**src/rtl/arb_mux_pkg.sv**
```systemverilog
// rtl/arb_mux_pkg.sv - shared types and helpers for arb_grant_mux
//
// Purpose: FSM state type and the one-hot check used to validate arbiter
// grants. The bench imports this package as well.
// Ports: none (package).
package arb_mux_pkg;

    typedef enum logic {
        IDLE   = 1'b0,
        LOCKED = 1'b1
    } arb_mux_state_t;

    // Widest vector is_onehot() accepts; narrower vectors are zero-extended.
    localparam int ONEHOT_MAX_W = 64;

    // True when exactly one bit is set. Clearing the lowest set bit of a
    // one-hot value leaves zero.
    function automatic logic is_onehot(input logic [ONEHOT_MAX_W-1:0] v);
        return (v != '0) && ((v & (v - ONEHOT_MAX_W'(1))) == '0);
    endfunction

endpackage

```
**src/rtl/onehot_to_bin.sv**
```systemverilog
// rtl/onehot_to_bin.sv - one-hot to binary index decoder with legality flag
//
// Purpose: decodes the arbiter grant vector into a port index.
// Ports:
//   onehot       in   WIDTH  one-hot input vector
//   idx          out  IDX_W  binary index of the set bit (meaningful only when valid_onehot)
//   valid_onehot out  1      exactly one bit of onehot is set
module onehot_to_bin #(
    parameter int  WIDTH = 4,
    localparam int IDX_W = (WIDTH > 1) ? $clog2(WIDTH) : 1
) (
    input  logic [WIDTH-1:0] onehot,
    output logic [IDX_W-1:0] idx,
    output logic             valid_onehot
);
    import arb_mux_pkg::*;

    // OR of the indices of all set bits; exact whenever the input is one-hot.
    always_comb begin
        idx = '0;
        for (int i = 0; i < WIDTH; i++) begin
            if (onehot[i]) begin
                idx = idx | IDX_W'(i);
            end
        end
    end

    assign valid_onehot = is_onehot(ONEHOT_MAX_W'(onehot));

endmodule

```
**src/rtl/arb_grant_mux.sv**
```systemverilog
// rtl/arb_grant_mux.sv - packet-locking grant consumer for the fixed-priority arbiter
//
// Purpose: presents per-port packet requests to the arbiter, latches the
// one-hot grant and forwards the winning port's packet to the single output
// channel, holding the lock until the last beat is accepted.
// Optional feature macro: ARB_MUX_BEAT_LIMIT_EN (forced release after MAX_BEATS beats).
// Ports:
//   clk, reset    clock and synchronous active-high reset
//   in_valid_i    in   NUM_PORTS         per-port beat valid
//   in_data_i     in   NUM_PORTS*DATA_W  per-port beat data, port p at [p*DATA_W +: DATA_W]
//   in_last_i     in   NUM_PORTS         per-port last-beat flag
//   in_ready_o    out  NUM_PORTS         per-port beat accept (locked port only)
//   arb_req_o     out  NUM_PORTS         requests to the arbiter
//   arb_gnt_i     in   NUM_PORTS         one-hot grant from the arbiter
//   out_valid_o   out  1                 downstream beat valid
//   out_data_o    out  DATA_W            downstream beat data
//   out_last_o    out  1                 downstream last-beat flag
//   out_ready_i   in   1                 downstream accept
//   busy_o        out  1                 lock held
//   sel_o         out  SEL_W             locked port index
//   beat_cnt_o    out  CNT_W             beats accepted in the current packet
//   gnt_err_o     out  1                 pulse after an illegal grant
//   timeout_o     out  1                 pulse after a forced release
module arb_grant_mux #(
    parameter int  NUM_PORTS = 4,
    parameter int  DATA_W    = 8,
    parameter int  CNT_W     = 8,
    parameter int  MAX_BEATS = 16,
    localparam int SEL_W     = $clog2(NUM_PORTS)
) (
    input  logic                        clk,
    input  logic                        reset,
    input  logic [NUM_PORTS-1:0]        in_valid_i,
    input  logic [NUM_PORTS*DATA_W-1:0] in_data_i,
    input  logic [NUM_PORTS-1:0]        in_last_i,
    output logic [NUM_PORTS-1:0]        in_ready_o,
    output logic [NUM_PORTS-1:0]        arb_req_o,
    input  logic [NUM_PORTS-1:0]        arb_gnt_i,
    output logic                        out_valid_o,
    output logic [DATA_W-1:0]           out_data_o,
    output logic                        out_last_o,
    input  logic                        out_ready_i,
    output logic                        busy_o,
    output logic [SEL_W-1:0]            sel_o,
    output logic [CNT_W-1:0]            beat_cnt_o,
    output logic                        gnt_err_o,
    output logic                        timeout_o
);
    import arb_mux_pkg::*;

`ifdef ARB_MUX_BEAT_LIMIT_EN
    localparam bit LIMIT_EN = 1'b1;
`else
    localparam bit LIMIT_EN = 1'b0;
`endif
    localparam logic [CNT_W-1:0] LIMIT_CNT = CNT_W'(MAX_BEATS - 1);

    arb_mux_state_t   state;
    logic [SEL_W-1:0] sel_q;
    logic [CNT_W-1:0] beat_cnt;
    logic             gnt_err_q;
    logic             timeout_q;

    logic [SEL_W-1:0] gnt_idx;
    logic             gnt_onehot;
    logic             gnt_ok;
    logic             locked;
    logic             real_last;
    logic             force_last;
    logic             xfer;

    onehot_to_bin #(
        .WIDTH (NUM_PORTS)
    ) u_gnt_dec (
        .onehot       (arb_gnt_i),
        .idx          (gnt_idx),
        .valid_onehot (gnt_onehot)
    );

    // Outputs are masked while reset is asserted so nothing leaks out of a
    // truncated packet in the reset cycle itself.
    assign locked     = (state == LOCKED) && !reset;
    assign real_last  = in_last_i[sel_q];
    assign force_last = LIMIT_EN && (beat_cnt == LIMIT_CNT);
    assign gnt_ok     = gnt_onehot && ((arb_gnt_i & in_valid_i) != '0);
    assign xfer       = out_valid_o && out_ready_i;

    always_comb begin
        in_ready_o = '0;
        if (locked) begin
            in_ready_o[sel_q] = out_ready_i;
        end
    end

    assign arb_req_o   = locked ? '0 : in_valid_i;
    assign out_valid_o = locked && in_valid_i[sel_q];
    assign out_data_o  = locked ? in_data_i[sel_q*DATA_W +: DATA_W] : '0;
    assign out_last_o  = locked && (real_last || force_last);
    assign busy_o      = locked;
    assign sel_o       = reset ? '0 : sel_q;
    assign beat_cnt_o  = reset ? '0 : beat_cnt;
    assign gnt_err_o   = gnt_err_q && !reset;
    assign timeout_o   = timeout_q && !reset;

    always_ff @(posedge clk) begin
        if (reset) begin
            state     <= IDLE;
            sel_q     <= '0;
            beat_cnt  <= '0;
            gnt_err_q <= 1'b0;
            timeout_q <= 1'b0;
        end else begin
            gnt_err_q <= 1'b0;
            timeout_q <= 1'b0;
            case (state)
                IDLE: begin
                    if (gnt_ok) begin
                        state    <= LOCKED;
                        sel_q    <= gnt_idx;
                        beat_cnt <= '0;
                    end else if (arb_gnt_i != '0) begin
                        gnt_err_q <= 1'b1;
                    end
                end
                LOCKED: begin
                    if (xfer) begin
                        if (out_last_o) begin
                            state     <= IDLE;
                            beat_cnt  <= '0;
                            // A forced release that cut a packet short.
                            timeout_q <= force_last && !real_last;
                        end else if (beat_cnt != '1) begin
                            beat_cnt <= beat_cnt + CNT_W'(1);
                        end
                    end
                end
                default: state <= IDLE;
            endcase
        end
    end

endmodule

```
**config.mk**
```make
export PLATFORM = sky130hd
export DESIGN_NAME = arb_grant_mux
export DESIGN_NICKNAME = d
export VERILOG_FILES = /design/src/rtl/arb_mux_pkg.sv /design/src/rtl/onehot_to_bin.sv /design/src/rtl/arb_grant_mux.sv
export SDC_FILE = /design/constraint.sdc
export NUM_CORES = 1
export LEC_CHECK = 0
export CAP_MARGIN = 10
export CORE_ASPECT_RATIO = 1.4
export CORE_MARGIN = 10
export CORE_UTILIZATION = 37
export DETAILED_ROUTE_END_ITERATION = 7
export GPL_ROUTABILITY_DRIVEN = 0
export PLACE_DENSITY = 0.81
export SETUP_SLACK_MARGIN = 0.2
export SLEW_MARGIN = 20
export SYNTH_ARGS = -nofsm -noshare
export SYNTH_HDL_FRONTEND = slang
export SYNTH_HIERARCHICAL = 1
export SYNTH_SLANG_ARGS = --single-unit
```
**constraint.sdc**
```tcl
create_clock -name clk -period 2.9 [get_ports clk]
set_input_delay 0.58 -clock clk [delete_from_list [all_inputs] [get_ports clk]]
set_output_delay 0.58 -clock clk [all_outputs]
set_load 0.005 [all_outputs]
```
==> results_tabular.tex <==
\begin{tabular}{lr}
\hline
Metric & Value \\
\hline
\multicolumn{2}{l}{\textbf{STA}} \\
Timing-limited maximum frequency & 376 MHz \\
Number of endpoints failing setup at the final stage & 0 \\
Setup total negative slack & 0 ns \\
Fin Hold WS & 0.547 ns \\
Hold violation total from the final report & 0 \\
Final Worst Setup Slack & 0.239 ns \\
Minimum period implied by the final worst setup slack & 2.66 ns \\
Pins over their slew limit & 0 \\
Setup repair after global routing missed its margin & true \\
Crit share post-route & 0.918 \\
Worst setup skew after layout & 0.00179 ns \\
\multicolumn{2}{l}{\textbf{Worst setup path}} \\
Critical path required time & 2.32 ns \\
Worst Path Max Fanout & 1 \\
Startpoint Class & input pin \\
WP data arrival & 2.08 ns \\
Category of the most critical setup path & input pin to output pin \\
RR Endpoint & beat\_cnt[2] \\
Startpoint of the most critical register-to-register path & sel\_q[0] \\
Slack of the worst reg-to-reg path & 0.73 ns \\
Critical path capture point type & output pin \\
R2R depth & 7 \\
\multicolumn{2}{l}{\textbf{Pwr}} \\
PnR Total Power & 0.583 mW \\
Power density over cell area & 275 mW/mm² \\
Static Leak & 0.852 nW \\
Worst IR Drop VDD & 0.189 mV \\
\multicolumn{2}{l}{\textbf{Synth}} \\
Post-synthesis cell count & 139 \\
Share of the synthesized area in the top cell type & 0.195 \\
Post-synthesis sequential area ratio & 0.195 \\
Nets in the synthesized netlist & 187 \\
Post-synthesis instance area & 0.00123 mm² \\
Number of warnings printed during yosys synthesis & 6 \\
Unique cell type count in the Yosys netlist & 46 \\
Number of synthesized register bits & 12 \\
Syn avg cell area & 8.86 µm² \\
Synth area leader & sky130\_fd\_sc\_hd\_\_dfxtp\_1 \\
Cell types occupying the most area after synthesis & sky130\_fd\_sc\_hd\_\_dfxtp\_1, sky130\_fd\_sc\_hd\_\_mux4\_2, sky130\_fd\_sc\_hd\_\_and2\_1 \\
\multicolumn{2}{l}{\textbf{Clock tree}} \\
Number of sinks on the clock net & 12 \\
CTS Buf Count & 3 \\
Hold-fix buffer count after cts & 0 \\
Maximum clock path buffer count & 2 \\
CTS H-tree depth & 1 \\
Clock slew seen by the registers of the worst setup and hold paths & 0.05 ns \\
Clock latency on the worst-skew pair & 0.25 ns \\
Clock tree from TritonCTS & done \\
Master cell of the clock root buffer & sky130\_fd\_sc\_hd\_\_clkbuf\_8 \\
\multicolumn{2}{l}{\textbf{Drt}} \\
Vias after detailed routing & 1442 \\
Initial DRT Pass Iterations & 4 \\
Drt wl/cell & 18.0 µm \\
Detailed-route DRC error count & 0 \\
Post-detailed-route count of antenna-violating nets & 0 \\
Via count normalized by instance count & 5.63 \\
Number of design-rule violations left by the first detailed-router iteration & 61 \\
Final WL & 4610 µm \\
\multicolumn{2}{l}{\textbf{Job}} \\
Max-cap viol count & 0 \\
\multicolumn{2}{l}{\textbf{Min path}} \\
Hold Crit Depth & 2 \\
Start point of the worst min-delay path & beat\_cnt[6] \\
Terminating pin of the worst hold path & beat\_cnt[6] \\
Worst hold path type & register to register \\
\multicolumn{2}{l}{\textbf{Final layout}} \\
Share of cells above drive strength 1 & 0.152 \\
Post-layout instance count excluding filler cells & 256 \\
Number of fill cells in the layout & 263 \\
Fin nets & 266 \\
Utilization of the core after routing & 0.673 \\
Area growth syn-to-layout & 72.3\% \\
Antenna fix cells & 0 \\
Final cell area excluding filler cells & 0.00212 mm² \\
\multicolumn{2}{l}{\textbf{Floorplanning}} \\
Site row count & 24 \\
Die area & 0.00607 mm² \\
\# IOs & 78 \\
Core footprint & 0.00315 mm² \\
Starting utilization of the core area & 0.390 \\
Die height & 88.3 µm \\
Die width & 68.8 µm \\
\multicolumn{2}{l}{\textbf{Placed design}} \\
Total of buffers placed on input and output ports & 76 \\
Placed Cells incl. Taps & 250 \\
Area after detailed placement & 0.00203 mm² \\
Worst Setup Slack post-DPL & 0.169 ns \\
HPWL after DPL & 3930 µm \\
\multicolumn{2}{l}{\textbf{GRT}} \\
Number of antenna violations at the first check in global routing & 0 \\
Global-route wire length before repair & 7340 µm \\
Largest net degree at the start of global routing & 20 \\
Via count of the first global-routing pass & 1588 \\
Overflow left after global routing & 0 \\
All-layer global routing usage & 0.159 \\
\multicolumn{2}{l}{\textbf{Outcome}} \\
Outcome & finished clean \\
\hline
\end{tabular}
layout make-up:
cell class                      count  area [µm²]  area share
Inverter                           10        37.5      0.0177
Clock buffer                        4        55.1      0.0260
Timing Repair Buffer               84         831       0.392
Tap cell                           39        48.8      0.0230
Multi-Input combinational cell    107         907       0.428
Sequential cell                    12         241       0.114
layer usage:
metal  global-route usage  vias to the layer above  part of all wire
li1                     -                      678                 -
met1                0.135                      673              0.32
met2                0.263                       82              0.48
met3                0.123                        9              0.17
met4               0.0809                        0             0.027
met5                    0                        -                 0
critical path, stage by stage:
cell	delay [ns]
sky130_fd_sc_hd__clkdlybuf4s50_1	0.42
sky130_fd_sc_hd__mux4_2	0.46
sky130_fd_sc_hd__and2_1	0.17
sky130_fd_sc_hd__clkdlybuf4s50_1	0.45
cells in the mapped netlist (all sizes together):
cell and n:
a221oi 4, mux2 2, a41o 1, dfxtp 12
clkbuf 2, a2bb2oi 2, nor4bb 1, nand2 5
inv 10, conb 1, a21oi 1, nand3 4
o21ai 5, or3 1, o32ai 3, and3 1
and4 1, o2bb2ai 2, mux4 9, a21bo 1
a2111oi 2, and2 13, ha 1, mux2i 3
a21o 1, nor3 4, buf 8, or4b 2
nor2 13, a22oi 3, xnor2 1, o31ai 1
o311ai 1, o41ai 1, o2111ai 1, nor4 1
nand4 2, nand2b 5, or2 3, nor2b 5
registers in the layout (all words and copies together) (netlist names):
signal	flops
gnt_err_q	1
sel_q	2
beat_cnt	8
state	1
cell usage in the layout, fill, tap and decap left out, types with 3 or more instances in the layout:
cell type and n:
sky130_fd_sc_hd__a221oi_2 3, sky130_fd_sc_hd__a22oi_1 3, sky130_fd_sc_hd__and2_1 13, sky130_fd_sc_hd__buf_4 8, sky130_fd_sc_hd__clkbuf_8 4, sky130_fd_sc_hd__clkdlybuf4s50_1 69, sky130_fd_sc_hd__dfxtp_1 11, sky130_fd_sc_hd__dlymetal6s2s_1 5
sky130_fd_sc_hd__inv_1 9, sky130_fd_sc_hd__mux2i_1 3, sky130_fd_sc_hd__mux4_2 9, sky130_fd_sc_hd__nand2_1 5, sky130_fd_sc_hd__nand2b_1 4, sky130_fd_sc_hd__nand3_1 4, sky130_fd_sc_hd__nor2_1 13, sky130_fd_sc_hd__nor2b_1 5
sky130_fd_sc_hd__nor3_1 4, sky130_fd_sc_hd__o21ai_0 3, sky130_fd_sc_hd__o32ai_1 3
timing repair:
item                       in CTS  in global routing
setup endpoints to repair       4                 11
buffers inserted                1                  1
resized for setup               3                  7
logic make-up after synthesis:
family                     Yosys count  synth area share
and+or+nand+nor                     61             0.283
AOI/OAI and AO/OA                   29             0.214
buffers and inverters               20            0.0742
muxes                               14             0.213
DFF                                 12             0.195
adders and majority gates            1            0.0102
other                                1           0.00305
xor gates and xnor gates             1           0.00712
how the worst max path moves through the flow:
stage	from	to	slack (ns)	cells after the start
after floorplan	arb_gnt_i[1]	beat_cnt[0]	0.64	7
after global routing	reset	out_data_o[7]	0.20	6
after global placement	reset	in_ready_o[0]	0.18	6
final	in_data_i[30]	out_data_o[6]	0.24	4
after detailed placement	in_valid_i[2]	out_valid_o	0.17	4
after CTS	in_valid_i[2]	out_valid_o	0.18	4
report_power, final:
group / internal [mW] / switching (mW) / leakage, nW
Clock: 0.120 / 0.0682 / 0.0288
Combinational: 0.138 / 0.0752 / 0.725
Sequential: 0.171 / 0.0106 / 0.0978
Total: 0.429 / 0.154 / 0.852
(Power assumes the default switching activity.)
